$ cat src/rtl/wsg_audio_out.sv
// Audio back end for the wave sound generator: 8-bit unsigned mix -> signed PCM,
// one-pole DC blocker, and mono-duplicated stereo I2S serializer.
module wsg_audio_out #(
  parameter int SCLK_DIV = 8,
  parameter int DCB_K    = 8,
  parameter bit DCB_EN   = 1'b1
) (
  input  logic        CLK24M,
  input  logic        RESET_N,
  input  logic [7:0]  SIN,
  input  logic        MUTE,
  output logic        AUDIO_MCLK,
  output logic        AUDIO_SCLK,
  output logic        AUDIO_LRCK,
  output logic        AUDIO_DAC,
  output logic [15:0] SAMPLE_OUT,
  output logic        SAMPLE_STB
);

  localparam int DIV_W = (SCLK_DIV > 1) ? $clog2(SCLK_DIV) : 1;
  localparam logic [DIV_W-1:0] DIV_LAST = DIV_W'(SCLK_DIV - 1);

  typedef enum logic [2:0] {
    ST_IDLE  = 3'd0,
    ST_LATCH = 3'd1,
    ST_DIFF  = 3'd2,
    ST_ACC   = 3'd3,
    ST_SAT   = 3'd4,
    ST_OUT   = 3'd5
  } state_t;

  state_t state_r, state_nxt_s;

  logic [DIV_W-1:0]    div_r;
  logic                sclk_r, mclk_r, lrck_r, dac_r, first_r;
  logic [4:0]          slot_r;
  logic [31:0]         shreg_r, frame_r;
  logic [7:0]          sync1_r, sync2_r, x_in_r;
  logic signed [15:0]  x_r, x_prev_r, y_state_r, sample_out_r, y_sat_s;
  logic signed [19:0]  d_r, a_r, y_ext_s;
  logic                stb_r;
  logic                sclk_fall_s, start_s;
  logic [4:0]          slot_nxt_s;

  assign sclk_fall_s = (div_r == DIV_LAST) && sclk_r;
  assign slot_nxt_s  = first_r ? 5'd0 : (slot_r + 5'd1);
  assign start_s     = sclk_fall_s && (slot_nxt_s == 5'd16);
  assign y_ext_s     = {{4{y_state_r[15]}}, y_state_r};

  // Clock dividers, slot counter and I2S shifter
  always_ff @(posedge CLK24M) begin
    if (!RESET_N) begin
      div_r   <= '0;
      sclk_r  <= 1'b0;
      mclk_r  <= 1'b0;
      lrck_r  <= 1'b0;
      dac_r   <= 1'b0;
      first_r <= 1'b1;
      slot_r  <= 5'd0;
      shreg_r <= 32'd0;
    end else begin
      mclk_r <= ~mclk_r;
      if (div_r == DIV_LAST) begin
        div_r  <= '0;
        sclk_r <= ~sclk_r;
      end else begin
        div_r <= div_r + DIV_W'(1);
      end
      if (sclk_fall_s) begin
        slot_r  <= slot_nxt_s;
        first_r <= 1'b0;
        lrck_r  <= slot_nxt_s[4];
        // slot 1 starts a new word; slot 0 still carries the last word's LSB
        if (slot_nxt_s == 5'd1) begin
          dac_r   <= frame_r[31];
          shreg_r <= {frame_r[30:0], 1'b0};
        end else begin
          dac_r   <= shreg_r[31];
          shreg_r <= {shreg_r[30:0], 1'b0};
        end
      end
    end
  end

  // Two-flop synchronizer for the generator mix
  always_ff @(posedge CLK24M) begin
    if (!RESET_N) begin
      sync1_r <= 8'd0;
      sync2_r <= 8'd0;
    end else begin
      sync1_r <= SIN;
      sync2_r <= sync1_r;
    end
  end

  // Processing FSM state register
  always_ff @(posedge CLK24M) begin
    if (!RESET_N) begin
      state_r <= ST_IDLE;
    end else begin
      state_r <= state_nxt_s;
    end
  end

  // Processing FSM next state: one step per clock once triggered
  always_comb begin
    state_nxt_s = state_r;
    case (state_r)
      ST_IDLE:  state_nxt_s = start_s ? ST_LATCH : ST_IDLE;
      ST_LATCH: state_nxt_s = ST_DIFF;
      ST_DIFF:  state_nxt_s = ST_ACC;
      ST_ACC:   state_nxt_s = ST_SAT;
      ST_SAT:   state_nxt_s = ST_OUT;
      ST_OUT:   state_nxt_s = ST_IDLE;
      default:  state_nxt_s = ST_IDLE;
    endcase
  end

  // Output clamp; saturated value also feeds back so the filter cannot wind up
  always_comb begin
    y_sat_s = x_r;
    if (DCB_EN) begin
      if (a_r > 20'sd32767) begin
        y_sat_s = 16'sh7FFF;
      end else if (a_r < -20'sd32768) begin
        y_sat_s = 16'sh8000;
      end else begin
        y_sat_s = a_r[15:0];
      end
    end else begin
      y_sat_s = x_r;
    end
  end

  // DC blocker datapath and sample/strobe outputs
  always_ff @(posedge CLK24M) begin
    if (!RESET_N) begin
      x_in_r       <= 8'd0;
      x_r          <= 16'sd0;
      x_prev_r     <= 16'sd0;
      y_state_r    <= 16'sd0;
      d_r          <= 20'sd0;
      a_r          <= 20'sd0;
      sample_out_r <= 16'sd0;
      stb_r        <= 1'b0;
      frame_r      <= 32'd0;
    end else begin
      stb_r <= 1'b0;
      case (state_r)
        ST_IDLE: begin
          if (start_s) begin
            x_in_r <= MUTE ? 8'h80 : sync2_r;
          end else begin
            x_in_r <= x_in_r;
          end
        end
        ST_LATCH: x_r <= {x_in_r ^ 8'h80, 8'h00};
        ST_DIFF:  d_r <= {{4{x_r[15]}}, x_r} - {{4{x_prev_r[15]}}, x_prev_r};
        ST_ACC:   a_r <= d_r + y_ext_s - (y_ext_s >>> DCB_K);
        ST_SAT: begin
          y_state_r    <= y_sat_s;
          x_prev_r     <= x_r;
          sample_out_r <= y_sat_s;
          stb_r        <= 1'b1;
        end
        ST_OUT:   frame_r <= {sample_out_r, sample_out_r};
        default:  frame_r <= frame_r;
      endcase
    end
  end

  assign AUDIO_MCLK = mclk_r;
  assign AUDIO_SCLK = sclk_r;
  assign AUDIO_LRCK = lrck_r;
  assign AUDIO_DAC  = dac_r;
  assign SAMPLE_OUT = sample_out_r;
  assign SAMPLE_STB = stb_r;

endmodule
$ cat config.mk
export PLATFORM = sky130hd
export DESIGN_NAME = wsg_audio_out
export DESIGN_NICKNAME = d
export VERILOG_FILES = /design/src/rtl/wsg_audio_out.sv
export SDC_FILE = /design/constraint.sdc
export NUM_CORES = 1
export LEC_CHECK = 0
export BUFFER_PORTS_ARGS = -buffer_cell sky130_fd_sc_hd__buf_2
export CAP_MARGIN = 20
export CORE_MARGIN = 2
export CORE_UTILIZATION = 40
export DETAILED_ROUTE_END_ITERATION = 12
export REMOVE_ABC_BUFFERS = 1
export SYNTH_ARGS = -nofsm -noshare
export SYNTH_HDL_FRONTEND = slang
export SYNTH_SLANG_ARGS = --single-unit
$ cat constraint.sdc
create_clock -name CLK24M -period 2.8 [get_ports CLK24M]
set_clock_uncertainty 0.2 [all_clocks]
set_input_delay 0.56 -clock CLK24M [delete_from_list [all_inputs] [get_ports CLK24M]]
set_output_delay 0.56 -clock CLK24M [all_outputs]
set_load 0.1 [all_outputs]
==> results list, run 1 <==
- Top-Level Pins: 32
- Port buffering added 31 buffers.
* H-tree depth reported by CTS: 4
- The largest single stage delay on the critical path is 0.54 ns.
* Maximum number of pins on one net before global-route repair: 65
- Synthesized instance count: 836
- Period utilisation layout: 95.0%
- Setup repair after global routing missed its margin: no
- The path class of the tightest hold or removal check is input pin to register.
- Total Wirelength: 16500 µm
- Clock tree synthesis found a total of 148 sinks.
- Antenna Cells: 0
* Final HPWL DP: 11200 µm
- Summing all non-filler instances in the final layout gives an area of 0.00833 mm².
- Using the TritonRoute via totals, the vias-per-cell ratio works out to 5.20.
- The die is 137 µm wide.
* Final-layout fill cell count: 1698
* Leakage power total: 3.41 nW
- Clock buffers created by TritonCTS: 17
- In this run the worst path has a maximum fanout of 4.
- Clock transition at the register clock pins on the worst setup and hold paths after CTS: 0.07 ns
- Hold-fix buffers, CTS: 0
* Yosys top cell area share: 41.7%
* Worst Path Required: 2.88 ns
* Most frequent cell on the critical path: sky130_fd_sc_hd__inv_1
- The critical path goes through inv_1, buf_4, fa_1, inv_1, ha_4, nand2_1, o21a_1, o221a_2, a221oi_1, nor3_1.
- Die footprint: 0.0188 mm²
- Area overhead of the layout relative to synthesis: 17.4%
- Number of enable flip-flop cells after synthesis: 0
- Across the VDD grid, the largest voltage drop is 0.392 mV.
* First-pass GRT wire length: 27200 µm
* DRT iter0 DRCs: 342
- Cells fill 48.2% of the core in the end.
- The finished layout holds 1119 standard cells, fillers aside.
- Type of destination of the critical path: register
* Max Fclk: 0.376 GHz
- The routed layout has 5824 vias.
- After detailed routing, the average wire length per cell comes to 14.8 µm.
* Min Tclk post-route: 2.66 ns
- Yosys cell types: 62
- Pwr dens: 544 mW/mm²
- The library cells used most frequently in the layout, excluding fill and tap cells, are sky130_fd_sc_hd__dfxtp_1 (148), sky130_fd_sc_hd__a21oi_1 (119), sky130_fd_sc_hd__nand2_1 (117), sky130_fd_sc_hd__o21ai_0 (62), sky130_fd_sc_hd__buf_4 (48).
- Warning count from the yosys run: 0
- The final layout contains 936 nets.
- The first detailed-routing pass took 5 iterations.
* Most area-hungry cell type in the Yosys netlist: sky130_fd_sc_hd__dfxtp_1
* Setup_tns: 0 ns
- Syn Std Cell Area: 0.00710 mm²
- Result of the run: finished clean
- The design draws 4.53 mW.
* Mean Syn Cell Area: 8.49 µm²
- Across the run, the number of max-cap violations was 0.
- Prevailing post-synth register cell: sky130_fd_sc_hd__dfxtp_1
- The total overflow left after global routing is 0.
* Initial Util: 41.0%
- Clock latency at the later pin of the worst-skew pair: 0.42 ns
- Across every metal layer, demand over resource in global routing totals 18.4%.
* Sort of element at the start of the critical path: register
- The die is 137 µm tall.
- Buffers and inverters on the worst path: 3
- Area inside the core boundary: 0.0173 mm²
- Register area share after synthesis: 41.7%
* Worst Max-Slew Pin Slew: 0.718 ns
* Final RePlAce weighted congestion: 0.840
- TritonCTS clock tree: done
- Detail Route Antenna Nets: 0
* Layout cell share with drive strength beyond 1: 14.9%
- Master of the slowest instance on the critical path: sky130_fd_sc_hd__fa_1
- Post-synthesis sequential element count: 148
- Number of global-route vias before repair: 5321
- Setup violations remaining at the end of the flow were counted as 0.
- Post-route DRC violation count: 0
- Synth async-reset ratio: 0%
* Max Root-Sink Buffers: 2
- Leading cell type in the layout, fill and taps excluded: sky130_fd_sc_hd__dfxtp_1
- Final Hold Violating Endpoints: 0
- STA puts the critical path data arrival time at 2.74 ns.
* Crit path max-delay family: adder cells
* Placed cells: 1086
* Setup CP Type: register to register
- Cell area after placement: 0.00763 mm²
- Leading post-synthesis cells by cell area: sky130_fd_sc_hd__dfxtp_1 (42%), sky130_fd_sc_hd__a21oi_1 (8.6%), sky130_fd_sc_hd__nand2_1 (6.2%), sky130_fd_sc_hd__ha_1 (6.2%), sky130_fd_sc_hd__mux2i_1 (4.7%)
- The number of pins with negative max-slew slack in the final report came to 0.
- Number of antenna violations at the first check in global routing: 0
- Relative max-transition margin: 52.1%
* Root Buffer: sky130_fd_sc_hd__clkbuf_16
* Site Rows: 48
[state kept, by name, indices dropped and copies added, names as in the netlist, 4 cells and up]
name	cells
x_r	8
d_r	9
x_prev_r	8
sync1_r	8
a_r	20
frame_r	16
slot_r	4
shreg_r	31
x_in_r	8
sync2_r	8
SAMPLE_OUT	16
[metal layers]
metal	wire, µm	global-route usage (%)	up-vias
li1	-	-	3020
met1	8240	25.5	2702
met2	7500	29.1	92
met3	626	3.90	10
met4	136	4.64	0
met5	0	0	-
[logic make-up (layout without fill, tap and decap cells)]
logic type      Yosys count  after routing  synth area share [%]
simple gates            257            257                  17.3
compound gates          246            246                  20.0
flops                   148            148                  41.7
buf+inv                  98            156                  6.21
fa+ha+maj                44             44                  8.71
mux                      35             35                  5.01
xor+xnor                  8              8                 0.987
[path summary, 6_finish.rpt]
kind,slack (ns),endpoint,from,cells after the start
max,0.14,a_r[18],SAMPLE_OUT[9],10
min,0.14,sync1_r[5],SIN[5],2
max reg2reg,0.14,a_r[18],SAMPLE_OUT[9],10
min reg2reg,0.22,AUDIO_MCLK,AUDIO_MCLK,1
[power by group]
group / total [mW] / switching, mW / internal [mW]
Clock: 2.33 / 0.965 / 1.37
Combinational: 0.0767 / 0.0548 / 0.0219
Sequential: 2.12 / 0.00352 / 2.12
Total: 4.53 / 1.02 / 3.51
[worst reg2reg max path, stage by stage (launching register included)]
cell                       delay [ns]
sky130_fd_sc_hd__dfxtp_1         0.32
sky130_fd_sc_hd__inv_1           0.06
sky130_fd_sc_hd__buf_4           0.13
sky130_fd_sc_hd__fa_1            0.54
sky130_fd_sc_hd__inv_1           0.07
sky130_fd_sc_hd__ha_4            0.29
sky130_fd_sc_hd__nand2_1         0.10
sky130_fd_sc_hd__o21a_1          0.20
sky130_fd_sc_hd__o221a_2         0.27
sky130_fd_sc_hd__a221oi_1        0.26
sky130_fd_sc_hd__nor3_1          0.08
[cell usage after synthesis, drive strengths merged (4+ instances only)]
master  count
nand2b      4
mux2i      34
o211ai      9
or3         5
a21oi     123
nand3      27
a21o        5
dfxtp     148
nor2b       4
clkbuf     34
a211oi     15
o21a        5
buf        19
fa          9
nand3b      4
nand4       6
nor2       31
xor2        5
nor3       14
ha         35
nand2     117
or3b        9
nor3b       4
and2       21
o21ai      65
inv        44
[stage by stage]
step                setup slack (ns)  hold WS [ns]
CTS                           0.0316         0.130
detailed placement           -0.0329         0.214
finish                         0.139         0.140
floorplan                     -0.778         0.204
global placement             -0.0157         0.210
global route                 0.00725         0.136
[timing repair]
| action | CTS | global route |
|---|---|---|
| setup buffers | 0 | 1 |
| gates resized for setup | 2 | 13 |
| setup endpoints to repair | 3 | 9 |
| pin swaps | 0 | 6 |
[final cells by class]
| type | instances | area (µm²) | area share (%) |
|---|---|---|---|
| Multi-Input combinational cell | 590 | 3780 | 45.4 |
| Clock buffer | 18 | 439 | 5.27 |
| Timing Repair Buffer | 80 | 536 | 6.43 |
| Tap cell | 225 | 282 | 3.38 |
| Clock inverter | 14 | 168 | 2.01 |
| Inverter | 44 | 165 | 1.98 |
| Sequential cell | 148 | 2960 | 35.6 |
(Power assumes the default switching activity.)
==> inputs of run 2 (changes only) <==
--- a/config.mk
+++ b/config.mk
@@ -5,6 +5,7 @@
 export SDC_FILE = /design/constraint.sdc
 export NUM_CORES = 1
 export LEC_CHECK = 0
+export ABC_AREA = 1
 export BUFFER_PORTS_ARGS = -buffer_cell sky130_fd_sc_hd__buf_2
 export CAP_MARGIN = 20
 export CORE_MARGIN = 2
==> run 2 against run 1 <==
Power decreased by 2.2%. Synthesized area increased by 5.4%. Final cell count is 19% higher. Sequential power about the same. Combinational power is 17% higher. Maximum frequency up 4.7%. Global-route usage is 0.73 points lower. First-iteration DRC count down 13%. Via count grew 5.1%. Critical path type unchanged. Count of clock-buffer cells in the layout stayed put. Synthesized cell count is 27% higher.
==> results list, run 2 <==
- The row count came to 50 (+4.2%).
* Clock buffers created by TritonCTS: 17 (unchanged)
- The fraction of final layout cells with drive strength greater than 1 came to 14.3% (-0.60 points).
* Synth async-reset ratio: 0% (unchanged)
* Leading cell type in the layout, fill and taps excluded: sky130_fd_sc_hd__nand2_1
- Maximum fanout count along the critical path: 5 (+1)
- The number of pins with negative max-slew slack in the final report is 0 (unchanged).
- Worst Path Required: 2.96 ns (+0.08 ns)
* Critical path origin: SAMPLE_OUT[12]
- Tot GR Track Use: 17.6% (-0.73 points)
- The worst hold slack across all endpoints is 0.108 ns (-0.0326 ns).
* Initial Util: 40.4% (-0.62 points)
* Most frequent cells after synthesis: sky130_fd_sc_hd__nand2_1 (219), sky130_fd_sc_hd__inv_1 (175), sky130_fd_sc_hd__dfxtp_1 (148), sky130_fd_sc_hd__nor2_1 (115), sky130_fd_sc_hd__a21oi_1 (78)
* Die span in y: 141 µm (+2.6%)
- The path class of the tightest hold or removal check is input pin to register.
* Setup CP Type: register to register
* Fin util: 45.6% (-2.6 points)
- The worst reg-to-reg path cell count came to 13 (+3).
- Wire length per cell after detailed routing: 12.4 µm (-16%)
- M1 GR Usage: 23.4% (-2.0 points)
- Avg Vias per Cell: 4.59 (-12%)
* R2R setup slack: 0.26 ns (+0.12 ns)
- The clock sink total came to 148 (unchanged).
- CP endpoint: a_r[18]
* Leakage power total: 3.98 nW (+17%)
- Leading post-synthesis cells by cell area: sky130_fd_sc_hd__dfxtp_1 (40%), sky130_fd_sc_hd__nand2_1 (11%), sky130_fd_sc_hd__inv_1 (8.8%), sky130_fd_sc_hd__ha_1 (5.9%), sky130_fd_sc_hd__nor2_1 (5.8%)
- Yosys top cell area share: 39.6% (-2.2 points)
* Final Instance Count excl. Fillers: 1334 (+19%)
* Syn Std Cell Area: 0.00748 mm² (+5.4%)
* Number of enable flip-flop cells after synthesis: 0 (unchanged)
- Max VDD drop: 0.384 mV (-2.2%)
* Count of TritonRoute iterations in the first routing pass: 4 (-1)
* Leading cell types in the layout, fill and taps excluded: sky130_fd_sc_hd__nand2_1 (219), sky130_fd_sc_hd__inv_1 (175), sky130_fd_sc_hd__dfxtp_1 (148), sky130_fd_sc_hd__nor2_1 (115), sky130_fd_sc_hd__a21oi_1 (77)
- Master of the slowest instance on the critical path: sky130_fd_sc_hd__fa_1
- The biggest area contributor in the post-synthesis netlist is sky130_fd_sc_hd__dfxtp_1.
* Post-route DRC violation count: 0 (unchanged)
- Most crowded layer after global routing: met2
* Warning count from the yosys run: 0 (unchanged)
* Worst reg2reg endpoint: a_r[18]
- Global-route met3 utilization: 3.26% (-0.64 points)
* Pwr dens: 525 mW/mm² (-3.5%)
- The half-perimeter wire length after detailed placement is 11900 µm (+6.8%).
- Cell area after layout: 0.00844 mm² (+1.3%)
* Number of flip-flops under the largest register name: 31 (unchanged)
- STA classifies the critical path startpoint as a register.
* Worst Max-Slew Pin Slew: 0.624 ns (-0.0938 ns)
- Result of the run: finished clean
- Relative to the synthesized area, the layout overhead comes to 12.8%.
* Met2 global-route usage: 29.3% (+0.14 points)
* Total via count after detailed routing: 6120 (+5.1%)
- The count of hold buffers inserted by post-cts repair is 0 (unchanged).
* R2r startpoint: SAMPLE_OUT[12]
* Prevailing post-synth register cell: sky130_fd_sc_hd__dfxtp_1
- By instance count, the leading cell after synthesis is sky130_fd_sc_hd__nand2_1.
* Number of global-route vias before repair: 5688 (+6.9%)
- Type of destination of the critical path: register
- Final setup margin: 0.259 ns (+0.120 ns)
* Period utilisation layout: 90.7% (-4.3 points)
- Min Tclk post-route: 2.54 ns (-0.120 ns)
* Final RePlAce weighted congestion: 0.915 (+8.9%)
- The wire length reported by the detailed router is 16500 µm (about the same).
- Setup repair after global routing left no endpoint under its margin.
- Largest Register: shreg_r
- Buffers and inverters on the worst path: 3 (unchanged)
* Max Root-Sink Buffers: 2 (unchanged)
- The number of H-tree levels came to 4 (unchanged).
- Cell Chain, Critical Path: inv_1, fa_1, inv_1, ha_1, nand2_1, inv_1, nand2_1, nand2_1, a21oi_1, nand2_1, nand2_1, nand2_1, a21oi_1
- The global-route wire length before repair is 27900 µm (+2.6%).
- Total power: 4.43 mW (-2.2%)
- The count of antenna diodes in the layout came to 0 (unchanged).
- Area inside the core boundary: 0.0185 mm² (+7.1%)
- NumNets Final: 1142 (+22%)
* Cell area after placement: 0.00786 mm² (+3.0%)
- The flip-flop and latch count after synthesis came to 148 (unchanged).
- Crit path max-delay family: adder cells
- Detail Route Antenna Nets: 0 (unchanged)
- The pin count of the biggest net entering global routing was 64 (-1.5%).
* Synthesized instance count: 1058 (+27%)
- The final total negative setup slack is 0 ns (unchanged).
* Worst path depth: 13 (+3)
- Clock transition at the register clock pins on the worst setup and hold paths after CTS: 0.07 ns (about the same)
* Setup WS pre-CTS: 0.258 ns (+0.290 ns)
* Grt total ovfl: 0 (unchanged)
* Reported max-cap violation count: 0 (unchanged)
- Worst path max stage delay: 0.54 ns (about the same)
* Biggest registers after layout: shreg_r x31, a_r x20
- Top-Level Pins: 32 (unchanged)
* Most frequent cell on the critical path: sky130_fd_sc_hd__nand2_1
- In this run the clock root is driven by a sky130_fd_sc_hd__clkbuf_16.
- DRT iter0 DRCs: 299 (-13%)
- Placed cells: 1302 (+20%)
* Clock latency at the later pin of the worst-skew pair: 0.43 ns (about the same)
- TritonCTS clock tree: done
- Setup violations, final: 0 (unchanged)
- DIE WIDTH: 141 µm (+2.6%)
- Mean Syn Cell Area: 7.07 µm² (-17%)
- The relative slew slack came to 58.3% (+6.1 points).
- The number of input and output port buffers inserted is 31 (unchanged).
- The share of synthesized area occupied by flip-flops and latches is 39.6% (-2.2 points).
* Final Hold Violating Endpoints: 0 (unchanged)
- Die footprint: 0.0198 mm² (+5.3%)
- Arrival time of data at the critical path endpoint: 2.70 ns (-0.04 ns)
- The number of library cell types mapped by synthesis came to 41 (-34%).
* Max Fclk: 0.394 GHz (+4.7%)
- The number of antenna violations at the first check in global routing was 0 (unchanged).
- Final-layout fill cell count: 1927 (+13%)
-- run 2: changes by cell type after synthesis, moves of 11 or more --
cell,change
sky130_fd_sc_hd__inv_1,+131
sky130_fd_sc_hd__nand2_1,+102
sky130_fd_sc_hd__nor2_1,+84
sky130_fd_sc_hd__a21oi_1,-44
sky130_fd_sc_hd__nand3_1,+38
sky130_fd_sc_hd__mux2i_1,-33
sky130_fd_sc_hd__nand2_2,+32
sky130_fd_sc_hd__and2_1,-19
sky130_fd_sc_hd__nor2_2,+17
sky130_fd_sc_hd__a211oi_1,-14
sky130_fd_sc_hd__nor3_1,-11
-- run 2: layout make-up --
cell class	count	area, µm²	area share, %
clock buffer	18	439	5.20
clock inverter	14	138	1.63
inverter	186	698	8.27
multi-input combinational	685	3610	42.8
sequential	148	2960	35.1
tap	234	293	3.47
timing repair buffer	49	303	3.59
-- run 2: kinds of logic after synthesis --
kind of cell / count (synthesis) / synth area share, %
buf+inv: 225 / 12.3
simple gates: 476 / 28.1
xor+xnor: 7 / 0.819
compound gates: 158 / 11.0
fa+ha+maj: 44 / 8.26
flops: 148 / 39.6
-- run 2: worst reg2reg max path, stage by stage (launching register included) --
cell and delay, ns:
sky130_fd_sc_hd__dfxtp_1 0.37, sky130_fd_sc_hd__inv_1 0.12, sky130_fd_sc_hd__fa_1 0.55, sky130_fd_sc_hd__inv_1 0.04, sky130_fd_sc_hd__ha_1 0.35, sky130_fd_sc_hd__nand2_1 0.18, sky130_fd_sc_hd__inv_1 0.06, sky130_fd_sc_hd__nand2_1 0.06
sky130_fd_sc_hd__nand2_1 0.05, sky130_fd_sc_hd__a21oi_1 0.20, sky130_fd_sc_hd__nand2_1 0.09, sky130_fd_sc_hd__nand2_1 0.06, sky130_fd_sc_hd__nand2_1 0.04, sky130_fd_sc_hd__a21oi_1 0.11
-- run 2: worst min-delay path by stage --
stage          cells after the start    endpoint        from
2_1_floorplan                      2  sync2_r[0]  sync1_r[0]
3_3_place_gp                       2  sync2_r[4]  sync1_r[4]
3_5_place_dp                       2  sync2_r[5]  sync1_r[5]
4_1_cts                            3  sync1_r[4]      SIN[4]
5_1_grt                            3  sync1_r[4]      SIN[4]
6_report                           3  sync1_r[4]      SIN[4]
-- run 2: power breakdown --
group	switching, mW	leakage, nW	internal (mW)
Clock	1.01	0.284	1.20
Sequential	0.00408	1.20	2.12
Combinational	0.0653	2.50	0.0242
-- run 2: routing by layer --
layer | up-vias | wire length, µm
met3 | 17 | 483
li1 | 3348 | -
met5 | - | 0
met4 | 0 | 209
met1 | 2688 | 8140
met2 | 67 | 7660
-- run 2: what timing repair did --
action,CTS,global route
resized for setup,0,1
setup buffers,0,0
endpoints found under the setup margin,0,1
==> inputs of run 3 (changes only) <==
--- a/config.mk
+++ b/config.mk
@@ -11,7 +11,6 @@
 export CORE_MARGIN = 2
 export CORE_UTILIZATION = 40
 export DETAILED_ROUTE_END_ITERATION = 12
-export REMOVE_ABC_BUFFERS = 1
 export SYNTH_ARGS = -nofsm -noshare
 export SYNTH_HDL_FRONTEND = slang
 export SYNTH_SLANG_ARGS = --single-unit
==> run 3 against run 2 <==
Register-to-register slack better by 0.04 ns. Hold slack improved by 0.0020 ns. Non-clock buffer count shrank 3. Largest power group unchanged. Clock power up 8%. Via count grew 2.0%. Combinational power rose by 1%. Maximum frequency up 1.5%. Critical path depth stayed put. Count of clock-buffer cells in the layout decreased by 1. Worst setup slack better by 0.037 ns. Power up 4.2%. Core utilization up 0.23 points.
==> results list, run 3 (same netlist as run 2, synthesis figures left out) <==
- The run finished with clean final reports.
* Max Root-Sink Buffers: 2 (unchanged)
- Period utilisation layout: 89.4% (-1.3 points)
- The worst hold slack across all endpoints is 0.110 ns (+0.00204 ns).
- The final total negative setup slack is 0 ns (unchanged).
* Final HPWL DP: 11400 µm (-3.9%)
* Leading cell types in the layout, fill and taps excluded: sky130_fd_sc_hd__nand2_1 (219), sky130_fd_sc_hd__inv_1 (175), sky130_fd_sc_hd__dfxtp_1 (139), sky130_fd_sc_hd__nor2_1 (115), sky130_fd_sc_hd__a21oi_1 (78)
* Setup violations, final: 0 (unchanged)
* Layout cell share with drive strength beyond 1: 14.8% (+0.49 points)
- The longest individual stage delay on the worst path came to 0.56 ns (+0.02 ns).
- The signal arrival time at the worst endpoint is 2.66 ns (-0.04 ns).
- The path class of the tightest hold or removal check is input pin to register.
- When the netlist entered floorplanning its net count stood at 1113.
- The number of global-route vias before repair came to 5651 (-0.65%).
- Pwr dens: 544 mW/mm² (+3.6%)
- The number of design-rule violations left by the first detailed-router iteration was 343 (+15%).
- Type of destination of the critical path: register
- Compared with the post-synthesis result, the final layout area differs by 13.4%.
* Wire length on met3: 557 µm (+15%)
* Total via count after detailed routing: 6243 (+2.0%)
- Initial Util: 40.4% (unchanged)
- Routed length on met2: 7280 µm (-4.9%)
* Number of flip-flops under the largest register name: 31 (unchanged)
* Final Max Slew Viols: 0 (unchanged)
* Clock transition at the register clock pins on the worst setup and hold paths after CTS: 0.07 ns (about the same)
- The worst setup path is launched from a register.
* Buffers added on ports: 31 (unchanged)
- Area inside the core boundary: 0.0185 mm² (unchanged)
- The final antenna-violating net count came to 0 (unchanged).
- Biggest registers after layout: shreg_r x31, a_r x20
- The worst hold path terminates at sync1_r[1].
- Hold-fix buffers, CTS: 0 (unchanged)
* Site Rows: 50 (unchanged)
- Post-route DRC violation count: 0 (unchanged)
* Avg Vias per Cell: 4.69 (+2.2%)
- The routability congestion estimate from global placement is 0.922 (+0.77%).
- Count of TritonRoute iterations in the first routing pass: 4 (unchanged)
- Sinks on Clock Net: 148 (unchanged)
* Leakage power total: 3.99 nW (+0.33%)
* Tot GR Track Use: 17.2% (-0.43 points)
- The tree is rooted in a sky130_fd_sc_hd__clkbuf_16.
- The cell area after placement came to 0.00787 mm² (about the same).
* H-tree depth reported by CTS: 4 (unchanged)
- The slew at the pin closest to its max-slew limit came to 0.627 ns (+0.00238 ns).
- The wire length reported by the detailed router is 16200 µm (-1.8%).
- Fin util: 45.8% (+0.23 points)
- The width of the chip was 141 µm (unchanged).
- The max-capacitance violation count came to 0 (unchanged).
- The signal on the critical path passes through inv_1, fa_1, inv_1, ha_1, nand2_1, inv_1, nand2_1, nand2_1, a21oi_1, nand2_1, nand2_1, nand2_1, a21oi_1.
* Buffer count from post-CTS setup fixing: 0 (unchanged)
- The number of gates given a new drive strength after cts was 0 (unchanged).
- The maximum net fanout on the critical path is 4 (-1).
- TritonCTS built the clock tree.
* Top-Level Pins: 32 (unchanged)
- The final net count was 1139 (-0.26%).
- Hold Startpoint: SIN[1]
- The setup slack after layout is 0.297 ns (+0.0375 ns).
- The slowest stage of the critical path belongs to the cell sky130_fd_sc_hd__fa_1.
* Die span in y: 141 µm (unchanged)
- The worst setup path is of the register to register kind.
- The required time of the worst setup path is 2.96 ns (about the same).
- DRT met1 WL: 8160 µm (+0.26%)
- shreg_r holds more flip-flops than any other register.
- Setup repair after global routing missed its margin: no
* Min Tclk post-route: 2.50 ns (-0.0375 ns)
- Antenna Cells: 0 (unchanged)
- The worst setup slack before clock tree synthesis was 0.229 ns (-0.0284 ns).
- The global-route wire length before repair is 27500 µm (-1.3%).
- Routed signal wires occupy layers up through met4.
- The number of clock buffers inserted by TritonCTS came to 17 (unchanged).
- Leaving out fill and tap cells, the most frequent cell in the layout is sky130_fd_sc_hd__nand2_1.
- The wire length per cell after detailed routing came to 12.2 µm (-1.5%).
- Among the stages of the critical path, the cell type that occurs most often is sky130_fd_sc_hd__nand2_1.
- The number of failing hold endpoints at the final stage came to 0 (unchanged).
- Number of antenna violations at the first check in global routing: 0 (unchanged)
* Maximum number of pins on one net before global-route repair: 72 (+13%)
- Clock latency at the later pin of the worst-skew pair: 0.42 ns (about the same)
* R2r worst-path depth: 13 (unchanged)
* Max VDD drop: 0.440 mV (+15%)
- The relative slew slack was 58.1% (-0.16 points).
- R2R setup slack: 0.30 ns (+0.04 ns)
* Grt total ovfl: 0 (unchanged)
* Cell area after layout: 0.00849 mm² (+0.50%)
- R2r startpoint: SAMPLE_OUT[9]
- The peak clock frequency supported by timing is 0.399 GHz (+1.5%).
- Number of stages on the worst hold path: 3 (unchanged)
* Worst reg2reg endpoint: a_r[17]
- Die footprint: 0.0198 mm² (unchanged)
-- run 3: how the worst max path moves through the flow --
stage	to	depth (start not counted)	slack [ns]	start
3_5_place_dp	a_r[17]	12	0.23	SAMPLE_OUT[15]
3_3_place_gp	a_r[15]	12	0.30	SAMPLE_OUT[15]
4_1_cts	a_r[17]	12	0.21	SAMPLE_OUT[15]
2_1_floorplan	a_r[9]	10	0.01	SAMPLE_OUT[4]
6_report	a_r[17]	13	0.30	SAMPLE_OUT[9]
5_1_grt	a_r[15]	12	0.06	SAMPLE_OUT[15]
-- run 3: area by class of cell --
type / instances / area [µm²]
Clock buffer: 17 / 425
Clock inverter: 15 / 194
Fill cell: 1906 / 10000
Inverter: 186 / 698
Multi-Input combinational cell: 685 / 3610
Sequential cell: 148 / 2980
Tap cell: 234 / 293
Timing Repair Buffer: 46 / 293
-- run 3: metrics by stage --
step | cells | power (mW)
floorplan | 1058 | 2.23
global placement | 1299 | 2.26
detailed placement | 1299 | 2.26
CTS | 1331 | 4.67
global route | 1331 | 4.77
finish | 1331 | 4.62
-- run 3: power breakdown --
group,total [mW],internal (mW),leakage (nW),switching [mW]
Sequential,2.12,2.12,1.20,0.00390
Clock,2.40,1.43,0.299,0.975
Combinational,0.0907,0.0264,2.49,0.0643
-- run 3: routing by layer --
| metal | track usage, % | vias to the layer above |
|---|---|---|
| li1 | - | 3335 |
| met1 | 23.4 | 2804 |
| met2 | 27.7 | 88 |
| met3 | 3.63 | 16 |
| met4 | 4.84 | 0 |
| met5 | 0 | - |
-- run 3: worst max-delay path, delay by kind of cell, from the launching register on --
| kind | cells | cell delay [ns] |
|---|---|---|
| flops | 1 | 0.35 |
| simple gates | 6 | 0.46 |
| fa+ha+maj | 2 | 0.91 |
| compound gates | 2 | 0.33 |
| buf+inv | 3 | 0.20 |
